--- config.mk ---
export PLATFORM = sky130hd
export DESIGN_NAME = key_beep_ctrl
export DESIGN_NICKNAME = d
export VERILOG_FILES = /design/src/rtl/key_beep_ctrl.sv
export SDC_FILE = /design/constraint.sdc
export NUM_CORES = 1
export LEC_CHECK = 0
export ABC_CLOCK_PERIOD_IN_PS = 3150
export CORE_ASPECT_RATIO = 0.75
export CORE_MARGIN = 1
export CORE_UTILIZATION = 65
export CTS_CLUSTER_DIAMETER = 120
export DETAILED_ROUTE_END_ITERATION = 10
export PLACE_DENSITY = 0.85
export SLEW_MARGIN = 20
export SYNTH_ARGS = -nofsm -noshare
export SYNTH_HDL_FRONTEND = slang
export SYNTH_SLANG_ARGS = --single-unit
--- constraint.sdc ---
create_clock -name clk -period 3.15 [get_ports clk]
set_clock_uncertainty 0.05 [all_clocks]
set_input_delay 0.63 -clock clk [delete_from_list [all_inputs] [get_ports clk]]
set_output_delay 0.63 -clock clk [all_outputs]
set_load 0.02 [all_outputs]
--- src/rtl/key_beep_ctrl.sv ---
// Key-press beeper: each falling edge of the debounced active-low key plays
// BEEP_NUM square-wave tone bursts separated by silent gaps on a passive buzzer.
module key_beep_ctrl #(
  parameter int unsigned TONE_HALF = 12500,
  parameter int unsigned ON_CYC    = 5000000,
  parameter int unsigned OFF_CYC   = 5000000,
  parameter int unsigned BEEP_NUM  = 2
) (
  input  logic clk,
  input  logic rst_n,
  input  logic key_filter,
  output logic beep,
  output logic busy,
  output logic done
);

  localparam int unsigned PH_MAX = (ON_CYC > OFF_CYC) ? ON_CYC : OFF_CYC;
  localparam int unsigned TW     = (TONE_HALF > 1) ? $clog2(TONE_HALF) : 1;
  localparam int unsigned PW     = (PH_MAX > 1) ? $clog2(PH_MAX) : 1;
  localparam int unsigned IW     = (BEEP_NUM > 1) ? $clog2(BEEP_NUM) : 1;

  localparam logic [TW-1:0] TONE_LAST = TW'(TONE_HALF - 1);
  localparam logic [PW-1:0] ON_LAST   = PW'(ON_CYC - 1);
  localparam logic [PW-1:0] OFF_LAST  = PW'(OFF_CYC - 1);
  localparam logic [IW-1:0] IDX_LAST  = IW'(BEEP_NUM - 1);

  typedef enum logic [1:0] {
    S_IDLE = 2'd0,
    S_ON   = 2'd1,
    S_OFF  = 2'd2
  } state_t;

  state_t        r_state;
  logic          r_key;
  logic [TW-1:0] r_tone;
  logic [PW-1:0] r_phase;
  logic [IW-1:0] r_idx;
  logic          r_beep;
  logic          r_busy;
  logic          r_done;

  state_t        w_state_nxt;
  logic [TW-1:0] w_tone_nxt;
  logic [PW-1:0] w_phase_nxt;
  logic [IW-1:0] w_idx_nxt;
  logic          w_beep_nxt;
  logic          w_done_nxt;
  logic          w_press;

  assign w_press = r_key & ~key_filter;

  always_ff @(posedge clk) begin
    if (!rst_n) begin
      r_state <= S_IDLE;
      r_key   <= 1'b1;
      r_tone  <= '0;
      r_phase <= '0;
      r_idx   <= '0;
      r_beep  <= 1'b0;
      r_busy  <= 1'b0;
      r_done  <= 1'b0;
    end else begin
      r_state <= w_state_nxt;
      r_key   <= key_filter;
      r_tone  <= w_tone_nxt;
      r_phase <= w_phase_nxt;
      r_idx   <= w_idx_nxt;
      r_beep  <= w_beep_nxt;
      r_busy  <= (w_state_nxt != S_IDLE);
      r_done  <= w_done_nxt;
    end
  end

  // A press restarts the sequence from any state and outranks end-of-phase moves.
  always_comb begin
    w_state_nxt = r_state;
    w_tone_nxt  = r_tone;
    w_phase_nxt = r_phase;
    w_idx_nxt   = r_idx;
    w_beep_nxt  = r_beep;
    w_done_nxt  = 1'b0;
    if (w_press) begin
      w_state_nxt = S_ON;
      w_tone_nxt  = '0;
      w_phase_nxt = '0;
      w_idx_nxt   = '0;
      w_beep_nxt  = 1'b1;
    end else begin
      unique case (r_state)
        S_IDLE: begin
          w_tone_nxt  = '0;
          w_phase_nxt = '0;
          w_idx_nxt   = '0;
          w_beep_nxt  = 1'b0;
        end
        S_ON: begin
          if (r_phase == ON_LAST) begin
            w_beep_nxt  = 1'b0;
            w_tone_nxt  = '0;
            w_phase_nxt = '0;
            if (r_idx == IDX_LAST) begin
              w_state_nxt = S_IDLE;
              w_idx_nxt   = '0;
              w_done_nxt  = 1'b1;
            end else begin
              w_state_nxt = S_OFF;
            end
          end else begin
            w_phase_nxt = r_phase + PW'(1);
            if (r_tone == TONE_LAST) begin
              w_tone_nxt = '0;
              w_beep_nxt = ~r_beep;
            end else begin
              w_tone_nxt = r_tone + TW'(1);
            end
          end
        end
        S_OFF: begin
          w_beep_nxt = 1'b0;
          if (r_phase == OFF_LAST) begin
            w_state_nxt = S_ON;
            w_idx_nxt   = r_idx + IW'(1);
            w_tone_nxt  = '0;
            w_phase_nxt = '0;
            w_beep_nxt  = 1'b1;
          end else begin
            w_phase_nxt = r_phase + PW'(1);
          end
        end
        default: begin
          w_state_nxt = S_IDLE;
          w_tone_nxt  = '0;
          w_phase_nxt = '0;
          w_idx_nxt   = '0;
          w_beep_nxt  = 1'b0;
        end
      endcase
    end
  end

  assign beep = r_beep;
  assign busy = r_busy;
  assign done = r_done;

endmodule

# Word level (Yosys, flattened, before mapping)
# Cells that the tools add are included.
[totals]
ram_bits = 0
latch_bits = 0
mem_bits_ro = 0
mem_count = 0
register_bits = 44
[classes]
bitwise = 7
div = 0
n_mux = 18
eq_ne = 7
n_mul = 0
addsub = 3
order_cmp = 0
reduce_logical = 7
n_shift = 0
[op_table]
columns = ["operator", "n"]
rows = [
  ["14-bit two-way mux", 3],
  ["14-bit case mux with 2 select lines", 1],
  ["23-bit by 1-bit adder with 23-bit output (second input constant)", 1],
  ["23-bit == test (second input constant)", 1],
  ["14-bit by 1-bit adder with 14-bit output (second input constant)", 1],
  ["14-bit == test (second input constant)", 1],
  ["2-bit two-way mux", 4],
  ["4-bit OR reduction", 2],
  ["1-bit two-way mux", 7],
  ["1-bit NOT", 6],
  ["2-bit case mux with 3 select lines", 1],
  ["2-bit inequality test (second input constant)", 2],
  ["4-bit inequality test (second input constant)", 1],
  ["1-bit case mux with 2 select lines", 2],
  ["2-bit OR reduction", 2],
  ["2-bit by 1-bit == test with 1-bit output (second input constant)", 1],
  ["2-bit == test (second input constant)", 1],
  ["2-bit logical NOT", 1],
  ["2-bit AND reduction", 1],
  ["2-bit nonzero test", 1],
  ["1-bit adder (second input constant)", 1],
  ["1-bit bitwise AND", 1],
]

# Depth between registers and ports, before layout
[logic_depth]
word_depth = 5
ltp_mapped = 8
mapped_depth_nobuf = 6

# Worst setup path before layout
# No wires, ideal clock.
[synth_path]
path_type = "reg-to-reg"
from = "register r_phase[0]"
to = "register r_tone[4]"
n_path_buf = 1
path_stages_with_launch = 8
setup_slack_ns = 1.138
arrival_time_ns = 1.892
synth_period_minus_slack_ns = 2.012
path_cell_list = "dfxtp_1 -> ha_1 -> nand4_2 -> and4bb_2 -> a21boi_2 -> buf_6 -> or4_1 -> a21oi_1"
[synth_between]
elab_chain_cells = 3
[synth_lines]
columns = ["element", "line", "rtl"]
rows = [
  ["from (decl)", "36", "logic [PW-1:0] r_phase;"],
  ["from (signal assigned)", "66", "r_phase <= w_phase_nxt;"],
  ["23-bit == test *", "97, 120", ""],
  ["14-bit two-way mux", "97", "if (r_phase == ON_LAST) begin"],
  ["14-bit case mux with 2 select lines", "89", "unique case (r_state)"],
  ["to (signal assigned)", "65", "r_tone <= w_tone_nxt;"],
  ["to (decl)", "35", "logic [TW-1:0] r_tone;"],
]
# Mark *: on every way between the ends. The rest lies on a longest branch, timed or not.
# A chain may end at the register's enable or synchronous reset.

# Worst setup path after layout
[layout_path]
from = "register r_phase[0]"
to = "register r_phase[16]"
[layout_between]
elab_chain_cells = 2
[layout_lines]
columns = ["element"]
rows = [
  ["parallel branches: the longest is 2 deep, another holds 23-bit by 1-bit adder with 23-bit output"],
]
# Parallel ways; which one is timed is not known.

==> insert_results.sql <==
INSERT INTO impl_metrics (metric_group, metric, value, unit) VALUES
('min_path', 'timing.hold.worst.class', 'reg2reg', ''),
('final_layout', 'filler_instances', '231', ''),
('grt', 'grt_first_pass_wirelength', '7060', 'µm'),
('clock_tree', 'cts_setup_buffers', '0', ''),
('sta', 'achievable-frequency', '405', 'MHz'),
('clock_tree', 'cts_repair_resize_count', '0', ''),
('grt', 'grt_overflow', '0', ''),
('routing', 'ant_nets', '0', ''),
('critical_path', 'crit_path_category', 'reg2reg', ''),
('critical_path', 'critical_path.startpoint_type', 'flop', ''),
('synthesis', 'synth.avg_cell_area', '8.77', 'µm²'),
('die', 'ios', '6', ''),
('synthesis', 'synth_warnings', '0', ''),
('clock_tree', 'cts_hold_buffers', '0', ''),
('sta', 'layout_min_cycle_time', '2.47', 'ns'),
('grt', 'grt_max_degree', '26', ''),
('synthesis', 'yosysSeqAreaShare', '41.2', '%'),
('final_layout', 'nets', '257', ''),
('synthesis', 'synth_enable_flop_cells', '0', ''),
('die', 'placementRows', '17', ''),
('power_and_ir_drop', 'swShare', '22.5', '%'),
('power_and_ir_drop', 'power_after_layout', '0.973', 'mW'),
('min_path', 'hold_path_end', 'r_phase[0]', ''),
('critical_path', 'timing.critical_path.fanout_max', '22', ''),
('final_layout', 'finish.instance_area', '0.00227', 'mm²'),
('clock_tree', 'tritoncts', 'yes', ''),
('run', 'max_cap_viol', '0', ''),
('sta', 'timing.slew.headroom', '35.8', '%'),
('sta', 'worst_slew_pin_slew', '0.958', 'ns'),
('placed_design', 'place.port_buffers', '5', ''),
('critical_path', 'cp.arrival', '2.64', 'ns'),
('routing', 'routed_via_density', '6.15', ''),
('min_path', 'hold-path-cell-count', '1', ''),
('final_layout', 'post_route_cells_drive_above_1_share', '5.22', '%'),
('placed_design', 'detailed_place.area', '0.00217', 'mm²'),
('sta', 'layout_worst_path_cycle_share', '78.4', '%'),
('sta', 'setup_viol', '0', ''),
('synthesis', 'yosys_most_used_dff', 'sky130_fd_sc_hd__dfxtp_1', ''),
('synthesis', 'mappedNetlistArea', '0.00214', 'mm²'),
('clock_tree', 'clk_path_buf_depth', '2', ''),
('clock_tree', 'clkSinkCount', '44', ''),
('synthesis', 'synthDistinctLibCells', '46', ''),
('critical_path', 'worstRegToRegCells', '6', ''),
('placed_design', 'post-place-cells', '279', ''),
('grt', 'antenna_found_initial', '0', ''),
('sta', 'final-max-slew-violation-count', '0', ''),
('routing', 'routed-via-count', '1766', ''),
('grt', 'grt_pass1_vias', '1559', ''),
('final_layout', 'insertedDiodeCount', '0', ''),
('critical_path', 'timing.reg2reg.setup_slack', '0.68', 'ns'),
('critical_path', 'endpoint_kind', 'flop', ''),
('power_and_ir_drop', 'power_frac_comb', '3.8', '%'),
('power_and_ir_drop', 'power_leakage', '0.742', 'nW'),
('final_layout', 'finalNonFillerCells', '287', ''),
('routing', 'first_pass_iters', '4', ''),
('sta', 'unrepaired_setup_endpoints_after_global_routing', 'no', ''),
('routing', 'first_iteration_detailed_routing_drc_count', '111', ''),
('routing', 'avgRoutedWirePerCell', '14.5', 'µm'),
('clock_tree', 'clock_latency', '0.30', 'ns'),
('power_and_ir_drop', 'power.density_cell_area', '429', 'mW/mm²'),
('critical_path', 'worst_ep_required_time', '3.32', 'ns'),
('min_path', 'hp-start', 'r_phase[0]', ''),
('synthesis', 'syn_inst', '244', ''),
('synthesis', 'mappedNetlistNets', '253', ''),
('die', 'die_height', '51.7', 'µm'),
('run_status', 'status', 'finished, final reports clean', ''),
('power_and_ir_drop', 'power.share.clock', '38.2', '%'),
('synthesis', 'async_flop_share', '0', '%'),
('synthesis', 'ys_ff_latch', '44', ''),
('routing', 'detail_route.wirelength', '4180', 'µm'),
('clock_tree', 'tritoncts.num_buffers', '5', '');
## sequential cells by signal (all words and copies together) (netlist names)
register,count
beep,1
busy,1
done,1
r_idx,1
r_key,1
r_phase,23
r_state,2
r_tone,14
## cell usage in the layout, fill, tap and decap left out, types with 2 or more instances in the layout
cell type	n
sky130_fd_sc_hd__nand2_1	19
sky130_fd_sc_hd__nand4_1	5
sky130_fd_sc_hd__nor2b_1	3
sky130_fd_sc_hd__xor2_1	13
sky130_fd_sc_hd__o41ai_1	2
sky130_fd_sc_hd__or4_1	9
sky130_fd_sc_hd__ha_1	6
sky130_fd_sc_hd__nand3_1	15
sky130_fd_sc_hd__xnor2_1	8
sky130_fd_sc_hd__nor3_1	3
sky130_fd_sc_hd__a31oi_1	2
sky130_fd_sc_hd__clkbuf_8	6
sky130_fd_sc_hd__nor2_1	33
sky130_fd_sc_hd__o31ai_1	8
sky130_fd_sc_hd__a21oi_1	15
sky130_fd_sc_hd__mux2i_1	2
sky130_fd_sc_hd__nand2b_1	2
sky130_fd_sc_hd__and3_1	8
sky130_fd_sc_hd__or3_1	2
sky130_fd_sc_hd__dfxtp_1	44
sky130_fd_sc_hd__o21ai_0	4
sky130_fd_sc_hd__clkdlybuf4s50_1	5
sky130_fd_sc_hd__or4b_1	3
sky130_fd_sc_hd__nand3b_1	2
sky130_fd_sc_hd__inv_1	8
sky130_fd_sc_hd__nor4_1	3
## layer usage
metal  part of all wire (%)  vias to the layer above  global-route usage, %
met5                      0                        -                      0
met4                    1.5                        0                   12.5
met3                    4.8                       10                   7.68
met2                     42                       45                   37.4
met1                     52                      833                   39.0
li1                       -                      878                      -
## through the flow
stage	hold WS, ns	utilization (%)	setup slack [ns]
6_report	0.433	74.6	0.680
5_1_grt	0.450	74.6	0.547
3_3_place_gp	0.393	71.5	0.501
4_1_cts	0.428	74.6	0.698
3_5_place_dp	0.408	71.5	0.387
2_1_floorplan	0.380	-	1.14
## cell type report
| type | instances | area, µm² | share of cell area, % |
|---|---|---|---|
| multi-input combinational | 184 | 1170 | 51.4 |
| sequential | 44 | 881 | 38.8 |
| clock buffer | 7 | 86.3 | 3.81 |
| timing repair buffer | 5 | 50.0 | 2.21 |
| tap | 38 | 47.5 | 2.10 |
| inverter | 8 | 30.0 | 1.32 |
| clock inverter | 1 | 7.51 | 0.331 |
## cell usage after synthesis (4+ instances only)
master                      n  area (µm²)
sky130_fd_sc_hd__nand3_1   15        75.1
sky130_fd_sc_hd__xnor2_1    8        70.1
sky130_fd_sc_hd__dfxtp_1   44         881
sky130_fd_sc_hd__nand2_1   19        71.3
sky130_fd_sc_hd__clkbuf_1   4        15.0
sky130_fd_sc_hd__and3_1     8        50.1
sky130_fd_sc_hd__ha_1       6        75.1
sky130_fd_sc_hd__nor2_1    33         124
sky130_fd_sc_hd__or4_1      9        67.6
sky130_fd_sc_hd__a21oi_1   15        75.1
sky130_fd_sc_hd__o21ai_0    4        20.0
sky130_fd_sc_hd__inv_1      8        30.0
sky130_fd_sc_hd__xor2_1    13         114
sky130_fd_sc_hd__o31ai_1    8        60.1
sky130_fd_sc_hd__nand4_1    5        31.3
## worst max-delay path by stage
stage | start | endpoint | depth (start not counted)
floorplan | r_phase[0] | r_tone[4] | 7
global placement | key_filter | r_phase[16] | 6
detailed placement | key_filter | r_phase[16] | 6
CTS | key_filter | r_phase[16] | 6
global route | key_filter | r_phase[16] | 6
finish | r_phase[0] | r_phase[16] | 6
## logic make-up after synthesis
kind of cell | after synthesis | share of synthesized area [%]
buffers and inverters | 16 | 4.33
muxes | 3 | 1.46
adders and majority gates | 6 | 3.51
DFF | 44 | 41.2
xor gates and xnor gates | 21 | 8.60
and+or+nand+nor | 116 | 29.5
AOI/OAI and AO/OA | 38 | 11.5
## power by group through the flow
stage / Combinational, mW / Sequential [mW] / Clock, mW
3_3_place_gp: 0.0359 / 0.577 / 0
4_1_cts: 0.0372 / 0.564 / 0.371
2_1_floorplan: 0.0246 / 0.579 / 0
3_5_place_dp: 0.0365 / 0.577 / 0
6_report: 0.0374 / 0.564 / 0.371
5_1_grt: 0.0417 / 0.565 / 0.392
## critical path, cell delays in order (launching register included)
cell                       delay [ns]
sky130_fd_sc_hd__dfxtp_1         0.34
sky130_fd_sc_hd__ha_1            0.25
sky130_fd_sc_hd__nand4_2         0.14
sky130_fd_sc_hd__and4bb_2        0.32
sky130_fd_sc_hd__a21oi_1         0.43
sky130_fd_sc_hd__nand2_1         0.57
sky130_fd_sc_hd__a21oi_1         0.28
Note: power is estimated with default switching activity, not from simulation.
